`src/rtl/uart_pkg.sv`:
```
`default_nettype none
// ============================================================================
//  Module   : uart_pkg
//  Purpose  : Shared UART timebase definitions. Holds the divisor-pair type,
//             the calc_div() helper that turns clock/baud/oversample figures
//             into integer + fractional clocks-per-rx_tick, and the default
//             divisor constants for the standard 11.0592 MHz / 9600 baud /
//             x16 setup.
//  Ports    : none (package)
//  Revision : 1.0 - initial release
// ============================================================================
package uart_pkg;

    typedef struct packed {
        logic [31:0] int_part;   // whole clocks per rx_tick
        logic [31:0] frac_part;  // extra clocks in units of 1/2^frac_w
    } div_pair_t;

    // Clocks per rx_tick = freq / (baud * os), expressed in 1/2^frac_w units
    // and rounded to nearest before being split into integer/fraction.
    function automatic div_pair_t calc_div(
        input longint freq,
        input longint baud,
        input longint os,
        input int     frac_w
    );
        longint    num;
        longint    den;
        longint    q;
        div_pair_t res;
        num           = freq << frac_w;
        den           = baud * os;
        q             = (num + (den / 2)) / den;
        res.int_part  = 32'(q >> frac_w);
        res.frac_part = 32'(q & ((64'sd1 << frac_w) - 64'sd1));
        return res;
    endfunction

    localparam div_pair_t DEFAULT_DIV      = calc_div(64'd11059200, 64'd9600, 64'd16, 4);
    localparam int        DEFAULT_DIV_INT  = int'(DEFAULT_DIV.int_part);
    localparam int        DEFAULT_DIV_FRAC = int'(DEFAULT_DIV.frac_part);

endpackage : uart_pkg
`default_nettype wire

```
`src/rtl/uart_frac_divider.sv`:
```
`default_nettype none
// ============================================================================
//  Module   : uart_frac_divider
//  Purpose  : Fractional clock divider producing a one-cycle rx_tick. A
//             down-counter times each period; a fractional accumulator adds
//             one extra clock whenever it overflows so the mean period is
//             div_int + div_frac/2^FRAC_WIDTH. New divisors are staged in
//             pending registers and take effect at the next period boundary.
//  Ports    : systm_clock_in  - system clock
//             systm_reset_in  - synchronous active-high reset
//             baud_enable_in  - 1 = run, 0 = idle (counter parked)
//             div_int_in      - integer clocks per rx_tick
//             div_frac_in     - fractional clocks per rx_tick
//             div_load_in     - strobe capturing div_int_in/div_frac_in
//             div_pending_out - staged divisor not yet applied
//             rx_tick_out     - registered one-cycle period-expiry pulse
//  Revision : 1.0 - initial release
// ============================================================================
module uart_frac_divider
    import uart_pkg::*;
#(
    parameter int          DIV_WIDTH    = 16,
    parameter int          FRAC_WIDTH   = 4,
    parameter int unsigned RST_DIV_INT  = 72,
    parameter int unsigned RST_DIV_FRAC = 0
) (
    input  logic                  systm_clock_in,
    input  logic                  systm_reset_in,
    input  logic                  baud_enable_in,
    input  logic [DIV_WIDTH-1:0]  div_int_in,
    input  logic [FRAC_WIDTH-1:0] div_frac_in,
    input  logic                  div_load_in,
    output logic                  div_pending_out,
    output logic                  rx_tick_out
);

    localparam logic [DIV_WIDTH-1:0]  c_RST_INT  = DIV_WIDTH'(RST_DIV_INT);
    localparam logic [FRAC_WIDTH-1:0] c_RST_FRAC = FRAC_WIDTH'(RST_DIV_FRAC);
    localparam logic [DIV_WIDTH-1:0]  c_RST_EFF  = (c_RST_INT == '0) ? DIV_WIDTH'(1) : c_RST_INT;
    localparam logic [DIV_WIDTH-1:0]  c_ONE      = DIV_WIDTH'(1);

    logic [DIV_WIDTH-1:0]  r_div_int;
    logic [FRAC_WIDTH-1:0] r_div_frac;
    logic [DIV_WIDTH-1:0]  r_pend_int;
    logic [FRAC_WIDTH-1:0] r_pend_frac;
    logic                  r_pending;
    logic [DIV_WIDTH-1:0]  r_count;
    logic [FRAC_WIDTH-1:0] r_frac_acc;
    logic                  r_rx_tick;

    logic [DIV_WIDTH-1:0]  w_nxt_int;
    logic [FRAC_WIDTH-1:0] w_nxt_frac;
    logic [DIV_WIDTH-1:0]  w_eff_int;
    logic [FRAC_WIDTH-1:0] w_acc_sum;
    logic                  w_carry;
    logic                  w_expire;
    logic [DIV_WIDTH-1:0]  w_reload;

    // Divisor that applies at the next reload point: a same-cycle load wins,
    // then any staged value, otherwise the active divisor carries on.
    always_comb begin
        w_nxt_int  = r_div_int;
        w_nxt_frac = r_div_frac;
        if (div_load_in) begin
            w_nxt_int  = div_int_in;
            w_nxt_frac = div_frac_in;
        end else if (r_pending) begin
            w_nxt_int  = r_pend_int;
            w_nxt_frac = r_pend_frac;
        end
        // A zero divisor would never expire; run it as divide-by-one.
        w_eff_int              = (w_nxt_int == '0) ? c_ONE : w_nxt_int;
        {w_carry, w_acc_sum}   = {1'b0, r_frac_acc} + {1'b0, w_nxt_frac};
        w_expire               = baud_enable_in && (r_count == '0);
        w_reload               = w_eff_int - c_ONE + DIV_WIDTH'(w_carry);
    end

    always_ff @(posedge systm_clock_in) begin
        if (systm_reset_in) begin
            r_div_int   <= c_RST_INT;
            r_div_frac  <= c_RST_FRAC;
            r_pend_int  <= '0;
            r_pend_frac <= '0;
            r_pending   <= 1'b0;
            r_count     <= c_RST_EFF - c_ONE;
            r_frac_acc  <= '0;
            r_rx_tick   <= 1'b0;
        end else if (!baud_enable_in) begin
            // Idle: adopt any new divisor at once and park the counter so
            // the first tick after re-enable is a full period away.
            r_div_int  <= w_nxt_int;
            r_div_frac <= w_nxt_frac;
            r_pending  <= 1'b0;
            r_count    <= w_eff_int - c_ONE;
            r_frac_acc <= '0;
            r_rx_tick  <= 1'b0;
        end else if (w_expire) begin
            r_div_int  <= w_nxt_int;
            r_div_frac <= w_nxt_frac;
            r_pending  <= 1'b0;
            r_count    <= w_reload;
            r_frac_acc <= w_acc_sum;
            r_rx_tick  <= 1'b1;
        end else begin
            r_count   <= r_count - c_ONE;
            r_rx_tick <= 1'b0;
            if (div_load_in) begin
                r_pend_int  <= div_int_in;
                r_pend_frac <= div_frac_in;
                r_pending   <= 1'b1;
            end
        end
    end

    assign div_pending_out = r_pending;
    assign rx_tick_out     = r_rx_tick;

endmodule : uart_frac_divider
`default_nettype wire

```
`src/rtl/uart_baud_tick_generator.sv`:
```
`default_nettype none
// ============================================================================
//  Module   : uart_baud_tick_generator
//  Purpose  : Runtime-programmable UART baud timebase. Wraps the fractional
//             divider (rx_tick at baud*OVERSAMPLE) with an oversample counter
//             that derives the bit-rate tx_tick and a baud-rate square wave.
//  Ports    : systm_clock_in  - system clock, rising edge
//             systm_reset_in  - synchronous active-high reset
//             baud_enable_in  - 1 = run, 0 = hold idle
//             div_int_in      - integer clocks per rx_tick
//             div_frac_in     - fractional clocks per rx_tick
//             div_load_in     - strobe capturing the divisor inputs
//             div_pending_out - captured divisor not yet applied
//             rx_tick_out     - one-cycle pulse at baud*OVERSAMPLE
//             tx_tick_out     - one-cycle pulse at baud rate
//             baud_clock_out  - square wave at baud rate
//  Revision : 1.0 - initial release
// ============================================================================
module uart_baud_tick_generator
    import uart_pkg::*;
#(
    parameter int SYSTM_OPERN_FREQ  = 11059200,
    parameter int DEFAULT_BAUD_RATE = 9600,
    parameter int OVERSAMPLE        = 16,
    parameter int DIV_WIDTH         = 16,
    parameter int FRAC_WIDTH        = 4
) (
    input  logic                  systm_clock_in,
    input  logic                  systm_reset_in,
    input  logic                  baud_enable_in,
    input  logic [DIV_WIDTH-1:0]  div_int_in,
    input  logic [FRAC_WIDTH-1:0] div_frac_in,
    input  logic                  div_load_in,
    output logic                  div_pending_out,
    output logic                  rx_tick_out,
    output logic                  tx_tick_out,
    output logic                  baud_clock_out
);

    localparam div_pair_t        c_RST_DIV = calc_div(longint'(SYSTM_OPERN_FREQ),
                                                      longint'(DEFAULT_BAUD_RATE),
                                                      longint'(OVERSAMPLE), FRAC_WIDTH);
    localparam int               c_OS_W    = $clog2(OVERSAMPLE);
    localparam logic [c_OS_W-1:0] c_OS_LAST = c_OS_W'(OVERSAMPLE - 1);
    localparam logic [c_OS_W-1:0] c_OS_HALF = c_OS_W'(OVERSAMPLE / 2);

    logic              w_rx_tick;
    logic [c_OS_W-1:0] r_os_ctr;

    uart_frac_divider #(
        .DIV_WIDTH    (DIV_WIDTH),
        .FRAC_WIDTH   (FRAC_WIDTH),
        .RST_DIV_INT  (int'(c_RST_DIV.int_part)),
        .RST_DIV_FRAC (int'(c_RST_DIV.frac_part))
    ) u_frac_divider (
        .systm_clock_in  (systm_clock_in),
        .systm_reset_in  (systm_reset_in),
        .baud_enable_in  (baud_enable_in),
        .div_int_in      (div_int_in),
        .div_frac_in     (div_frac_in),
        .div_load_in     (div_load_in),
        .div_pending_out (div_pending_out),
        .rx_tick_out     (w_rx_tick)
    );

    // Oversample position within the current bit; advances on every rx_tick.
    always_ff @(posedge systm_clock_in) begin
        if (systm_reset_in || !baud_enable_in) begin
            r_os_ctr <= '0;
        end else if (w_rx_tick) begin
            r_os_ctr <= (r_os_ctr == c_OS_LAST) ? '0 : r_os_ctr + c_OS_W'(1);
        end
    end

    // Both outputs decode registered state only. The bit boundary is the
    // rx_tick seen with the counter at its last position; the square wave is
    // high for the second half of the bit and falls as the counter wraps.
    assign rx_tick_out    = w_rx_tick;
    assign tx_tick_out    = w_rx_tick && (r_os_ctr == c_OS_LAST);
    assign baud_clock_out = (r_os_ctr >= c_OS_HALF);

endmodule : uart_baud_tick_generator
`default_nettype wire

```
`config.mk`:
```
export PLATFORM = sky130hd
export DESIGN_NAME = uart_baud_tick_generator
export DESIGN_NICKNAME = d
export VERILOG_FILES = /design/src/rtl/uart_pkg.sv /design/src/rtl/uart_frac_divider.sv /design/src/rtl/uart_baud_tick_generator.sv
export SDC_FILE = /design/constraint.sdc
export NUM_CORES = 1
export LEC_CHECK = 0
export BUFFER_PORTS_ARGS = -buffer_cell sky130_fd_sc_hd__buf_2
export CORE_ASPECT_RATIO = 0.5
export CORE_UTILIZATION = 61
export DETAILED_ROUTE_END_ITERATION = 10
export GPL_TIMING_DRIVEN = 0
export MAX_ROUTING_LAYER = met4
export PLACE_DENSITY = 0.9
export REMOVE_ABC_BUFFERS = 1
export SYNTH_ARGS = -nofsm -noshare
export SYNTH_HDL_FRONTEND = slang
export SYNTH_SLANG_ARGS = --single-unit
```
`constraint.sdc`:
```
create_clock -name systm_clock_in -period 5.75 [get_ports systm_clock_in]
set_clock_uncertainty 0.1 [all_clocks]
set_input_delay 1.15 -clock systm_clock_in [delete_from_list [all_inputs] [get_ports systm_clock_in]]
set_output_delay 1.15 -clock systm_clock_in [all_outputs]
set_load 0.01 [all_outputs]
```
Yosys cells after proc, flatten, opt, wreduce, memory -nomap -nowiden
Index checks and enable logic that the tools add are counted.

storage, ports and cells
  input port bits = 24
  output and inout port bits = 4
  register bits = 66
  logic and storage cells = 41

operators by class
  equality and inequality tests = 2
  add/sub/neg operators = 5
  $lt $le $gt $ge = 1
  muxes and demuxes = 13
  reduce and logical (&&, ||, !) cells = 9
  bitwise logic cells = 2

operators by type and width
  operator                                                  number
  two-way mux 16 bit                                        7
  logical NOT 16 bit                                        2
  subtractor 16 x 1 -> 16 bit, second input constant        2
  two-way mux 4 bit                                         5
  adder 16 x 1 -> 16 bit                                    1
  adder 4 x 4 -> 5 bit                                      1
  adder 4 x 1 -> 4 bit, second input constant               1
  == test 4 bit, second input constant                      1
  greater-or-equal comparator 4 bit, second input constant  1
  AND reduction 3 bit                                       1
  OR reduction 3 bit                                        1
  logical AND 1 bit                                         2
  inequality test 2 x 1 -> 1 bit, second input constant     1
  inverter 1 bit                                            2
  OR reduction 2 bit                                        1
  logical NOT 1 bit                                         1
  logical OR 1 bit                                          1
  two-way mux 1 bit                                         1

Longest topological paths before layout
  depth after elaboration = 8
  depth in mapped cells = 20
  mapped depth without buffers = 15

Cells and area by module
From an unflattened synthesis, not the netlist that was laid out.

unflattened totals
  cell total of the unflattened synthesis = 533
  area, all modules = 4,221.5 um^2

by module, submodules not included
  module                    area an instance (um^2)  times used  seq. area each (um^2)  cells an instance
  uart_frac_divider         4,015.1                  1           1,241.2                509
  uart_baud_tick_generator  206.4                    1           80.1                   24

Worst setup path after synthesis
OpenSTA, ideal clock, no wires.

  path type = input -> register
  start point = input div_load_in
  end point = register u_frac_divider.r_count[15]
  required time = 5.576 ns
  arrival = 4.835 ns
  stages on the path = 15
  buffers on the path = 2
  setup time = 0.074 ns
  setup slack = 0.740 ns
  path through = buf_4 > buf_2 > mux2i_1 > nand4_1 > nor4_1 > a31oi_1 > ha_1 > o31ai_1 > nor3_1 > xnor2_1 > nor4_2 > nand3_1 > or2_1 > or4_1 > a31oi_1

on the way
  longest elaborated chain between the ends = 7
  elaborated cells on any way between the ends = 9
  classes of those cells = add/sub (3); mux (5); reduce/logical (1)

RTL lines
  element                      line                                              text
  start, declared              uart_baud_tick_generator.sv:33                    input logic div_load_in,
  two-way mux 16 bit           uart_frac_divider.sv:64                           if (div_load_in) begin
  logical NOT 16 bit           uart_frac_divider.sv:72                           w_eff_int = (w_nxt_int == '0) ? c_ONE : w_nxt_int;
  two-way mux 16 bit           uart_frac_divider.sv:72
  subtractor 16 x 1 -> 16 bit  uart_frac_divider.sv:75, uart_frac_divider.sv:94
  adder 16 x 1 -> 16 bit       uart_frac_divider.sv:75                           w_reload = w_eff_int - c_ONE + DIV_WIDTH'(w_carry);
  two-way mux 16 bit           uart_frac_divider.sv:97                           end else if (w_expire) begin
  two-way mux 16 bit (*)       uart_frac_divider.sv:88                           end else if (!baud_enable_in) begin
  end signal, assigned         uart_frac_divider.sv:94                           r_count <= w_eff_int - c_ONE;
  end signal, assigned         uart_frac_divider.sv:101                          r_count <= w_reload;
  end signal, assigned         uart_frac_divider.sv:105                          r_count <= r_count - c_ONE;
  end, declared                uart_frac_divider.sv:47                           logic [DIV_WIDTH-1:0] r_count;

Mark *: on every way between the ends. The rest lies on a longest branch, timed or not.
A chain may end at the register's enable or synchronous reset.

Final worst setup path
Same ends and word-level chain as after synthesis.

==> out/metrics.csv <==
metric;value;unit
Setup WS pre-CTS;-0.838;ns
Ports;28;
Post-Synthesis Cell Area;0.00407;mm²
final setup margin;0.349;ns
max_slew headroom;30.8;%
pin count of the biggest net entering global routing;64;
Routed wire per std cell;15.5;µm
Hold Crit Depth;2;
cts bufs inserted;9;
FMAX;185;MHz
adder-cell share of the synthesized area;3.57;%
worst-path fanout max;63;
ant diodes;0;
Most used DFF post-synth;dfxtp_1;
top cells by area, synth;dfxtp_1 (32%), a21oi_1 (7.1%), nand2_1 (6.2%);
filler instances;477;
Tot GR Track Use;29.7;%
Antenna Nets Post-Route;0;
hold_sp;u_frac_divider.r_div_frac[0]$_SDFFE_PP0P_;
PwrDens;282;mW/mm²
post-synthesis mux area share;8.46;%
Syn Area/Cell;7.68;µm²
measured slew at the worst slew-check pin;1.04;ns
Overflow after GRT;0;
FFs w/ async S/R, synth;0;%
unique cell type count in the Yosys netlist;62;
H-Tree Depth;3;
layout cells sized above 1;12.0;%
count leader, synth;nand2_1;
first-pass GRT wire length;15600;µm
FF-to-FF setup slack;0.49;ns
Reg2Reg Launch Point;u_frac_divider.div_pending_out$_SDFFE_PP0P_;
final count of hold timing violations;0;
CP endpoint kind;register;
DRC;0;
area share of and/or/nand/nor cells after synthesis;25.7;%
dpl hpwl;6240;µm
EDFF count, synth;0;
complex-gate fraction of the synthesized area;19.7;%
Vias;3924;
Pleak;1.68;nW
CP Launch Type;primary input;
Area Overhead vs Synth;12.4;%
Worst Hold Path EP;u_frac_divider.r_div_frac[0]$_SDFFE_PP0P_;
Pins Over Slew Limit;0;
worst vdd ir;0.310;mV
minimum clock period;5.40;ns
starting density of the core;65.0;%
Max Cap Violations;0;
flops & latches, synth;66;
# Post-CTS Setup Buffers;0;
largest family of logic cells by synthesized area;simple AND/OR/NAND/NOR gates;
net count reported at finish;572;
register area share after synthesis;32.5;%
dpl cells;614;
count of final setup violators;0;
RSZ-0062 raised after global routing;no;
CP max stage cell;nor4_2;
Pre-Repair DR Iteration Count;5;
CTS tree;done;
Post-synth top cells;nand2_1 (67), dfxtp_1 (66), a21oi_1 (58);
core box area;0.00626;mm²
Synth area leader;dfxtp_1;
FP Rows;20;
Die Span Y;59.8;µm
CTS clk-pin slew, worst paths;0.05;ns
antenna violations before repair;0;
Routed WL;9750;µm
Root Buffer;clkbuf_16;
Die ar.;0.00702;mm²
top cell type's share of synthesized area;32.5;%
final cell count without fillers;630;
DRT iter0 DRCs;393;
Skew-Pair Late Insertion Delay;0.35;ns
clk sinks;66;
Period Utilization, post-route;93.9;%
Gate Count Post-Synth;530;
CTS Buffer Depth;2;
Required @ worst endpoint;5.91;ns
crit path kind;primary input to register;
Ys Warns;0;
WP data arrival;5.56;ns
worst r2r dst;u_frac_divider.r_count[15]$_SDFF_PP0_;
status;complete, no violations;
worst hold path class;register to register;
fraction of synthesized cell area in xor and xnor cells;5.38;%
IO buf count;27;
die width;118;µm
Critical Path, Cell by Cell;buf_6 > mux2i_2 > nand4_1 > nor4_2 > a31oi_1 > ha_1 > o31ai_1 > nor3_1 > xnor2_1 > nor4_2 > nand3_1 > or2_1 > or4_1 > a31oi_1;
vias in the first global route;3386;
Final GP Congestion;0.872;
CTS Hold Buffers Added;0;
Reg2Reg Depth;14;
placed inst area;0.00421;mm²
slowest stage delay, CP;0.52;ns
final design instance area without fill;0.00457;mm²
vias per std cell;6.23;
==> final cells by class <==
type | instances | area, µm² | area share [%]
Clock buffer | 10 | 239 | 5.23
Clock inverter | 6 | 88.8 | 1.94
Inverter | 11 | 41.3 | 0.903
Multi-Input combinational cell | 420 | 2600 | 56.8
Sequential cell | 66 | 1320 | 28.9
Tap cell | 88 | 110 | 2.41
Timing Repair Buffer | 29 | 173 | 3.78
==> flip-flops by register name (all words and copies together), names as in the netlist <==
name	flops
u_frac_divider.r_pend_int	16
u_frac_divider.r_pend_frac	4
u_frac_divider.div_pending_out	1
u_frac_divider.r_count	16
u_frac_divider.r_div_int	16
r_os_ctr	4
u_frac_divider.r_frac_acc	4
u_frac_divider.rx_tick_out	1
u_frac_divider.r_div_frac	4
==> worst max-delay path by stage <==
stage	start	endpoint	slack, ns	depth (start not counted)
floorplan	u_frac_divider.div_pending_out$_SDFFE_PP0P_	u_frac_divider.r_count[15]$_SDFF_PP0_	0.78	14
global placement	u_frac_divider.r_count[0]$_SDFF_PP1_	u_frac_divider.r_pend_int[11]$_SDFFE_PP0P_	-0.98	11
detailed placement	div_load_in	u_frac_divider.r_count[15]$_SDFF_PP0_	-0.84	14
CTS	div_load_in	u_frac_divider.r_count[15]$_SDFF_PP0_	0.16	14
global route	div_load_in	u_frac_divider.r_count[15]$_SDFF_PP0_	0.04	14
finish	div_load_in	u_frac_divider.r_count[15]$_SDFF_PP0_	0.35	14
==> what timing repair did <==
action                                  4_1_cts  5_1_grt
gates cloned                                  0        0
gates resized for setup                       4        4
endpoints found under the setup margin        7        1
pin swaps                                     0        0
==> cell usage in the layout, fill, tap and decap left out, drive strengths merged, types with 5 or more instances in the layout <==
master  instances
buf            29
mux2i          25
nor2           54
a21oi          58
mux2            8
nand2          67
o31ai           5
and3            5
ha             10
xnor2          15
o21ai          30
nand2b          7
nand3          28
or3             6
clkbuf         10
o21a            9
nor3           21
dfxtp          66
nor4            9
inv            11
xor2           10
==> logic make-up (layout without fill, tap and decap cells) <==
group | Yosys count | in the layout
AND/OR/NAND/NOR | 218 | 218
AO/OA/AOI/OAI | 133 | 133
flip-flops | 66 | 66
buffers and inverters | 44 | 56
multiplexers | 33 | 33
XOR/XNOR | 25 | 25
adder cells (fa/ha/maj) | 11 | 11
==> where the power goes <==
group / internal, mW / leakage [nW] / switching [mW]
combinational: 0.0707 / 0.989 / 0.115
sequential: 0.481 / 0.541 / 0.0187
clock: 0.391 / 0.155 / 0.211
==> worst max-delay path: cells and delay by family <==
family | cells | cell delay, ns
simple gates | 7 | 2.39
mux | 1 | 0.48
xor+xnor | 1 | 0.24
buf+inv | 1 | 0.38
compound gates | 3 | 0.58
fa+ha+maj | 1 | 0.29
==> stage by stage <==
stage / total power [mW] / hold slack (ns) / setup TNS, ns / util (%)
floorplan: 0.625 / 0.325 / 0 / -
global placement: 0.677 / 0.339 / -24.44 / 66.6
detailed placement: 0.684 / 0.344 / -3.88 / 67.3
CTS: 1.28 / 0.355 / 0 / 72.8
global route: 1.33 / 0.371 / 0 / 73.1
finish: 1.29 / 0.354 / 0 / 73.1
==> per-layer routing <==
metal  routed length, µm  vias up  track usage (%)
li1                    -     1907                -
met1                4500     1813             38.0
met2                4310      179             45.1
met3                 725       25             7.92
met4                 222        0             11.9
met5                   0        -                -
Note: power is estimated with default switching activity, not from simulation.
